### src/rtl/prefix_adder_pipe.sv
// Pipelined Kogge-Stone KPG prefix adder with valid/ready flow control and a sideband tag.
// Optional subtract mode (adds port in_sub) is enabled by defining PREFIX_ADDER_SUB_EN.
module prefix_adder_pipe #(
   parameter int WIDTH            = 24,
   parameter int LEVELS_PER_STAGE = 2,
   parameter int TAG_W            = 4
) (
   input  logic             clk,
   input  logic             rst,
   input  logic             in_valid,
   output logic             in_ready,
   input  logic [WIDTH-1:0] in_a,
   input  logic [WIDTH-1:0] in_b,
   input  logic             in_cin,
`ifdef PREFIX_ADDER_SUB_EN
   input  logic             in_sub,
`endif
   input  logic [TAG_W-1:0] in_tag,
   output logic             out_valid,
   input  logic             out_ready,
   output logic [WIDTH:0]   out_sum,
   output logic [TAG_W-1:0] out_tag,
   output logic             busy
);

   localparam int LVL = $clog2(WIDTH);
   localparam int NG  = (LVL + LEVELS_PER_STAGE - 1) / LEVELS_PER_STAGE;
   localparam int NW  = 2 * WIDTH;

   localparam logic [1:0] KPG_K = 2'b00;
   localparam logic [1:0] KPG_P = 2'b01;
   localparam logic [1:0] KPG_G = 2'b10;

   function automatic logic [1:0] kpg_gen(input logic a, input logic b);
      logic [1:0] r;
      case ({a, b})
         2'b11:   r = KPG_G;
         2'b00:   r = KPG_K;
         default: r = KPG_P;
      endcase
      return r;
   endfunction

   function automatic logic [1:0] kpg_cell(input logic [1:0] upper, input logic [1:0] lower);
      logic [1:0] r;
      if (upper == KPG_P) r = lower;
      else                r = upper;
      return r;
   endfunction

   // Applies the prefix levels lo..hi-1; level lv combines each node with the one 2^lv below it.
   function automatic logic [NW-1:0] prefix_group(input logic [NW-1:0] nodes, input int lo, input int hi);
      logic [NW-1:0] cur;
      logic [NW-1:0] nxt;
      logic [NW-1:0] sh;
      cur = nodes;
      for (int lv = 0; lv < LVL; lv++) begin
         nxt = cur;
         sh  = cur << (2 * (1 << lv));
         if ((lv >= lo) && (lv < hi)) begin
            for (int i = 0; i < WIDTH; i++) begin
               if (i >= (1 << lv)) nxt[2*i +: 2] = kpg_cell(cur[2*i +: 2], sh[2*i +: 2]);
               else                nxt[2*i +: 2] = cur[2*i +: 2];
            end
         end else begin
            nxt = cur;
         end
         cur = nxt;
      end
      return cur;
   endfunction

   logic             advance_s;
   logic             accept_s;
   logic             sub_s;
   logic [WIDTH-1:0] b_eff_s;
   logic             cin_eff_s;
   logic [WIDTH-1:0] gen_p_s;
   logic [NW-1:0]    gen_nodes_s;
   logic [1:0]       gen_top_s;
   logic [NW-1:0]    nodes_s [NG];
   logic [WIDTH-1:0] carry_s;
   logic             cout_s;
   logic [WIDTH:0]   sum_s;

   // valid_r[NG] is the output register's valid bit; valid_r[g] feeds prefix group g
   logic [NG:0]      valid_r;
   logic [WIDTH-1:0] p_r     [NG];
   logic [NW-1:0]    nodes_r [NG];
   logic [1:0]       top_r   [NG];
   logic [TAG_W-1:0] tag_r   [NG];
   logic [WIDTH:0]   out_sum_r;
   logic [TAG_W-1:0] out_tag_r;

`ifdef PREFIX_ADDER_SUB_EN
   assign sub_s = in_sub;
`else
   assign sub_s = 1'b0;
`endif

   assign advance_s = ~valid_r[NG] | out_ready;
   assign accept_s  = in_valid & advance_s;
   assign in_ready  = advance_s;
   assign out_valid = valid_r[NG];
   assign busy      = |valid_r;
   assign out_sum   = out_sum_r;
   assign out_tag   = out_tag_r;

   // Stage 0 KPG generation; node 0 is the carry-in, the top bit's KPG is kept aside for carry-out
   always_comb begin
      b_eff_s     = in_b;
      cin_eff_s   = in_cin;
      gen_nodes_s = '0;
      if (sub_s) begin
         b_eff_s   = ~in_b;
         cin_eff_s = 1'b1;
      end else begin
         b_eff_s   = in_b;
         cin_eff_s = in_cin;
      end
      gen_p_s = in_a ^ b_eff_s;
      if (cin_eff_s) gen_nodes_s[1:0] = KPG_G;
      else           gen_nodes_s[1:0] = KPG_K;
      for (int i = 1; i < WIDTH; i++) begin
         gen_nodes_s[2*i +: 2] = kpg_gen(in_a[i-1], b_eff_s[i-1]);
      end
      gen_top_s = kpg_gen(in_a[WIDTH-1], b_eff_s[WIDTH-1]);
   end

   // Prefix levels evaluated between pipeline registers
   always_comb begin
      for (int g = 0; g < NG; g++) begin
         nodes_s[g] = prefix_group(nodes_r[g], g * LEVELS_PER_STAGE, (g + 1) * LEVELS_PER_STAGE);
      end
   end

   // Resolved prefix nodes are all K or G; carry-out folds in the top bit's own KPG
   always_comb begin
      carry_s = '0;
      for (int i = 0; i < WIDTH; i++) begin
         carry_s[i] = (nodes_s[NG-1][2*i +: 2] == KPG_G);
      end
      cout_s = (kpg_cell(top_r[NG-1], nodes_s[NG-1][2*(WIDTH-1) +: 2]) == KPG_G);
      sum_s  = {cout_s, p_r[NG-1] ^ carry_s};
   end

   // Whole-pipeline advance; the output register only loads real results so it holds across bubbles
   always_ff @(posedge clk or posedge rst) begin
      if (rst) begin
         valid_r <= '0;
         for (int g = 0; g < NG; g++) begin
            p_r[g]     <= '0;
            nodes_r[g] <= '0;
            top_r[g]   <= KPG_K;
            tag_r[g]   <= '0;
         end
         out_sum_r <= '0;
         out_tag_r <= '0;
      end else if (advance_s) begin
         valid_r    <= {valid_r[NG-1:0], accept_s};
         p_r[0]     <= gen_p_s;
         nodes_r[0] <= gen_nodes_s;
         top_r[0]   <= gen_top_s;
         tag_r[0]   <= in_tag;
         for (int g = 1; g < NG; g++) begin
            p_r[g]     <= p_r[g-1];
            nodes_r[g] <= nodes_s[g-1];
            top_r[g]   <= top_r[g-1];
            tag_r[g]   <= tag_r[g-1];
         end
         if (valid_r[NG-1]) begin
            out_sum_r <= sum_s;
            out_tag_r <= tag_r[NG-1];
         end else begin
            out_sum_r <= out_sum_r;
            out_tag_r <= out_tag_r;
         end
      end else begin
         valid_r <= valid_r;
      end
   end

endmodule

### config.mk
export PLATFORM = sky130hd
export DESIGN_NAME = prefix_adder_pipe
export DESIGN_NICKNAME = d
export VERILOG_FILES = /design/src/rtl/prefix_adder_pipe.sv
export SDC_FILE = /design/constraint.sdc
export NUM_CORES = 1
export LEC_CHECK = 0
export CAP_MARGIN = 25
export CORE_MARGIN = 2
export CORE_UTILIZATION = 60
export CTS_CLUSTER_SIZE = 30
export DETAILED_ROUTE_END_ITERATION = 8
export PLACE_DENSITY = 0.84
export SLEW_MARGIN = 15
export SYNTH_ARGS = -nofsm -noshare
export SYNTH_HDL_FRONTEND = slang
export SYNTH_SLANG_ARGS = --single-unit
export TNS_END_PERCENT = 20
### constraint.sdc
create_clock -name clk -period 14.4 [get_ports clk]
set_input_delay 3.6 -clock clk [delete_from_list [all_inputs] [get_ports clk]]
set_output_delay 3.6 -clock clk [all_outputs]
set_load 0.02 [all_outputs]
==> results.cfg <==
[cts]
cts.htree.levels = 1
cts_tree = yes
clock_path_buffers = 3
cts_hold_buf = 0
root_buffer = clkbuf_16
clock-sinks = 238
post_cts_buffers = 0
path_clk_slew_ns = 0.06
cts-resized-gates = 0
clk-insertion-delay-late_ns = 0.51
cts_buffers = 25

[floorplanning]
initial_core_util_pct = 61.1
die_area_sq_mm = 0.0186
die_h_um = 136
ios = 89
rows = 48
core_area_sq_mm = 0.0172
die_w_um = 136

[sta]
tightestPinTransition_ns = 0.922
hold_viol_final = 0
drv_slew = 0
fin_skew_ns = 0.0102
maxSlewHeadroom_pct = 38.5
rsz0062_at_grt = no
fmax_mhz = 105
setup_viol = 0
finalCritPeriodShare_pct = 66.2
fin_hold_ws_ns = 0.465
tns_ns = 0
post-route-min-period_ns = 9.53

[cells_and_area]
layoutNonFillerInstCount = 1389
final_cell_area_sq_mm = 0.0122
multiInputGateArea_sq_mm = 0.00419
syn2layout_area_growth_pct = 16.5
layout.nets = 1227
drive_gt1_share_pct = 4.56
layout_common_cells = nand2_1 (376), dfrtp_1 (238), clkdlybuf4s50_1 (88)
seq_area_sq_mm = 0.00596
num-fill-cells = 1263
mostFrequentLayoutCell = nand2_1

[synthesis]
synth_flop_cell = dfrtp_1
synth_cell_types = 39
synth_largest_area_cell = dfrtp_1
synthCells = 1076
syn_nets = 1157
synthArstFlopShare_pct = 100
yosysTopAreaCellShare_pct = 56.8
synth_edf_count = 0
synth_seq_cells = 238
ys_warn_count = 0
syn_area_sq_mm = 0.0105
syn_area_per_cell_sq_um = 9.75
ys_seq_area_share_pct = 56.8
synth.area.top_cells = dfrtp_1 (57%), nand2_1 (13%), o21ai_0 (4.1%)

[placed_design]
port_buffers = 88
hpwl_um = 15000
place_area_sq_mm = 0.0114
finalWeightedCongestion = 0.812
dp.cells = 1342

[critical_path]
worst_ep_arrival_time_ns = 5.93
crit_type = input pin to primary output
reg2reg_slack_ns = 11.09
critPathRequiredTime_ns = 10.80
max_stage_delay_ns = 0.69
crit_chain = clkdlybuf4s50_1, nor2b_4, buf_4, inv_8, clkdlybuf4s50_1
cp_slowest_cell = buf_4
r2r_start = valid_r[3]$_DFFE_PP0N_
cp-start-kind = input pin
worst_setup_path_end_kind = primary output
worstSetupStartpoint = out_ready
timing.critical_path.mode_cell = clkdlybuf4s50_1
crit_fanout = 80

[global_routing]
grt_max_degree = 159
grt_pass1_vias = 7629
grtUsageTotal_pct = 25.6
grt_pass1_wl_um = 37900
antenna_found_initial = 1
grt_use_met1_pct = 37.0
gr-total-overflow = 0
grtUsageMet2_pct = 40.8
use_met3_pct = 3.80
grt-busiest-layer = met2

[detailed_routing]
routed-via-count = 8125
via_per_inst = 5.85
postRouteAntennaNets = 0
post_drt_wl_per_cell_um = 16.6
remaining_drc_errors = 0
drt_iter0_drc = 690
firstDrtPassIters = 5
wirelength_um = 23000

[power_and_ir_drop]
p_int_mw = 1.67
powerDensity_mw_per_mm2 = 217
power.switching_mw = 0.990
vdd_drop_max_uv = 166
power_frac_clock_pct = 23.0
switching_share_pct = 37.3
total_power_mw = 2.66
leakagePower_nw = 5.87
pwr-share-comb_pct = 32.6
sequentialPowerShare_pct = 44.4

[run]
maxCapViolCount = 0

[min_path]
hold_start = tag_r[9]$_DFFE_PP0N_
hold_class = flip-flop to flip-flop

[run_status]
status = finished clean
==> power by group through the flow <==
| stage | logic (mW) | clock network, mW | registers, mW |
|---|---|---|---|
| finish | 0.866 | 0.610 | 1.18 |
| global route | 0.964 | 0.645 | 1.21 |
| CTS | 0.864 | 0.617 | 1.17 |
| detailed placement | 0.852 | 0 | 1.18 |
| global placement | 0.821 | 0 | 1.17 |
| floorplan | 0.588 | 0 | 1.15 |
==> Yosys cell counts, types with 2 or more instances <==
cell type and n:
dfrtp_1 238, o211ai_1 37, o21ai_0 85, clkbuf_1 2, buf_2 40, nor3_1 8, o31ai_1 12, inv_1 2
nand2_1 376, ha_1 24, nor4bb_1 6, a211oi_1 32, xnor2_1 16, o21a_1 39, buf_6 8, a21o_1 32
o21ai_1 4, nor2_1 11, nand3_1 2, mux2_2 4, a31oi_1 6, a21oi_1 49, nor2b_1 27
==> area by class of cell <==
cell class                      count  area share (%)
Sequential cell                   238            48.8
Inverter                            4           0.246
Tap cell                          225            2.31
Multi-Input combinational cell    781            34.3
Timing Repair Buffer               96            7.97
Clock inverter                      7           0.697
Antenna cell                        1          0.0205
Clock buffer                       37            5.66
==> routing by layer <==
metal  wire length (um)  share of wire [%]
met1              10100                 44
met3               1420                6.2
met2              10900                 47
met4                575                2.5
met5                  0                  0
==> per-stage QoR <==
step | util (%) | setup slack (ns)
after floorplan | - | 4.27
after global placement | 66.3 | 4.96
after detailed placement | 66.3 | 4.96
after CTS | 70.8 | 4.94
after global routing | 71.1 | 4.79
final | 71.1 | 4.87
==> worst paths after layout <==
path | to | cells after the start
max in group asynchronous | nodes_r[132]$_DFFE_PP0N_ | 4
worst min register to register | tag_r[9]$_DFFE_PP0N_ | 2
worst min-delay path | tag_r[9]$_DFFE_PP0N_ | 2
worst max-delay path | in_ready | 5
min in group asynchronous | out_sum[3]$_DFFE_PP0P_ | 2
worst max register to register | nodes_r[43]$_DFFE_PP0N_ | 7
==> kinds of logic after synthesis <==
logic type / count (synthesis) / synth area share (%)
AO/OA/AOI/OAI: 300 / 18.2
XOR/XNOR: 16 / 1.34
adder cells (fa/ha/maj): 24 / 2.86
buffers and inverters: 57 / 3.21
flip-flops: 238 / 56.8
multiplexers: 4 / 0.430
AND/OR/NAND/NOR: 437 / 17.2
==> registers in the layout, indices dropped and copies added, names as in the netlist <==
signal / count
tag_r: 12
valid_r: 4
out_sum: 25
p_r: 46
top_r: 6
out_tag: 4
nodes_r: 141
==> worst max-delay path, delay by kind of cell <==
kind	cells	cell delay [ns]
buffers and inverters	4	2.10
AND/OR/NAND/NOR	1	0.12
No activity file was read; power rests on OpenSTA's default activity.
==> edit, RTL diff (same flow settings) <==
Change the parameter `TAG_W` from 4 to 3.
--- a/src/rtl/prefix_adder_pipe.sv
+++ b/src/rtl/prefix_adder_pipe.sv
@@ -3,7 +3,7 @@
 module prefix_adder_pipe #(
    parameter int WIDTH            = 24,
    parameter int LEVELS_PER_STAGE = 2,
-   parameter int TAG_W            = 4
+   parameter int TAG_W            = 3
 ) (
    input  logic             clk,
    input  logic             rst,
Interface: changed (resized in_tag and out_tag); port bits go from 89 to 87. The function was not compared with the original's and may differ.
==> edit against the original RTL <==
  * Total power decreased by 0.37%
  * Area after synthesis decreased by 1.7%
  * Synthesized cell count decreased by 1.2%
  * Sequential cell count decreased by 4
  * Worst setup slack got worse by 140 ps
  * Fmax decreased by 1.4%
  * Worst hold slack improved by 1.8 ps
  * Cell area decreased by 0.93%
  * Wire length increased by 2.2%
  * Clock skew increased by 1.8 ps
==> edit: results (changes against the original RTL) <==
Run status
  – Outcome: finished clean (unchanged)

Drt
  – Initial drt markers: 831 (was 690)
  – Met3 Wirelength: 1.27 mm (was 1.42 mm)
  – DR vias: 8,009 (was 8,125)
  – Met1 WL: 10.2 mm (was 10.1 mm)
  – Met2 wire length: 11.4 mm (was 10.9 mm)
  – Routed len/inst: 17.2 um (was 16.6 um)

Placed design
  – Post-DP HPWL: 15.0 mm (about the same)
  – Placer Congestion: 0.868 (was 0.812)
  – # port buffers: 86 (was 88)

Final layout
  – Filler instances: 1,212 (was 1,263)
  – Max FFs per register: 141 (unchanged)
  – Layout cells sized above 1: 4.72% (was 4.56%)
  – Final #Nets: 1,208 (was 1,227)
  – N_diodes: 0 (was 1)

Yosys
  – Commonest cells post-synth: nand2_1 (368), dfrtp_1 (234), o21ai_0 (87) (was nand2_1 (376), dfrtp_1 (238), o21ai_0 (85))
  – Register area share after synthesis: 56.8% (about the same)
  – Synthesized Nets: 1,143 (was 1,157)
  – Cell variety after synth: 34 (was 39)
  – Synth area leaders: dfrtp_1 (57%), nand2_1 (13%), o21ai_0 (4.2%) (was dfrtp_1 (57%), nand2_1 (13%), o21ai_0 (4.1%))
  – Post-synth ARST share: 100% (unchanged)

Global routing
  – First-pass GRT wire length: 38.7 mm (was 37.9 mm)
  – Pin count of the biggest net entering global routing: 236 (was 159)
  – Antenna violations before repair: 0 (was 1)
  – Grt ovf: 0 (unchanged)
  – Tot GR Track Use: 26.7% (was 25.6%)
  – Vias in the first global route: 7,693 (was 7,629)

Power and ir drop
  – Leak pwr: 5.83 nW (was 5.87 nW)
  – Peak VDD IR: 0.258 mV (was 0.166 mV)

Timing
  – Relative slew slack: 26.3% (was 38.5%)
  – Final Skew: 12.0 ps (was 10.2 ps)

Clock tree
  – Num CTS Buffers: 24 (was 25)
  – CTS clk-pin slew, worst paths: 60 ps (about the same)

Worst setup path
  – Worst Path Arrival: 6060 ps (was 5930 ps)
  – CP max FO: 235 (was 80)
## edit: cell types whose count changed after synthesis, moves of 4 or more
| cell | before | now |
|---|---|---|
| dfrtp_1 | 238 | 234 |
| buf_6 | 8 | 2 |
| buf_2 | 40 | 32 |
| buf_4 | 1 | 11 |
| nand2_1 | 376 | 368 |
| clkbuf_1 | 2 | 8 |
## edit: routing by layer
metal / vias up / GRT usage [%]
met5: - / 0
met4: 0 / 8.74
met3: 59 / 4.02
met2: 244 / 42.3
met1: 3932 / 38.4
li1: 3774 / -
## edit: through the flow
step / setup slack [ps] / cells / hold WS (ps) / power [mW] / area, um2
6_report: 4740 / 1365 / 467 / 2.65 / 12100
3_3_place_gp: 4820 / 1320 / 449 / 1.95 / 11200
5_1_grt: 4620 / 1365 / 487 / 2.81 / 12100
2_1_floorplan: 4380 / 1063 / 433 / 1.70 / 10300
4_1_cts: 4800 / 1363 / 470 / 2.65 / 12000
3_5_place_dp: 4810 / 1320 / 454 / 1.99 / 11200
## edit: final timing paths
kind | start | end | slack (ps)
setup / recovery | out_ready | in_ready | 4740
hold / removal | tag_r[5] | tag_r[5] | 470
setup reg to reg | valid_r[3] | out_sum[16] | 10860
hold reg to reg | tag_r[5] | tag_r[5] | 470
max in group asynchronous | rst | nodes_r[12] | 9910
min in group asynchronous | rst | nodes_r[98] | 3490
## edit: power breakdown
part | internal (mW) | total (mW) | switching (mW) | leakage, nW
registers | 0.922 | 1.16 | 0.235 | 2.92
clock network | 0.394 | 0.642 | 0.248 | 0.423
logic | 0.354 | 0.846 | 0.493 | 2.49
## edit: logic make-up after synthesis
logic type	synth area share [%]
XOR/XNOR	1.36
buffers and inverters	3.01
adder cells (fa/ha/maj)	2.91
AO/OA/AOI/OAI	18.5
flip-flops	56.8
multiplexers	0.328
AND/OR/NAND/NOR	17.1
## edit: area by class of cell
| class | instances | area share [%] |
|---|---|---|
| Clock buffer | 39 | 6.60 |
| Clock inverter | 4 | 0.372 |
| Inverter | 4 | 0.228 |
| Multi-Input combinational cell | 772 | 34.2 |
| Sequential cell | 234 | 48.4 |
| Tap cell | 220 | 2.28 |
| Timing Repair Buffer | 92 | 7.92 |
## edit: critical path, stage by stage
cell,delay [ps]
clkdlybuf4s50_1,450
nor2b_4,150
buf_12,570
inv_6,420
clkdlybuf4s50_1,660
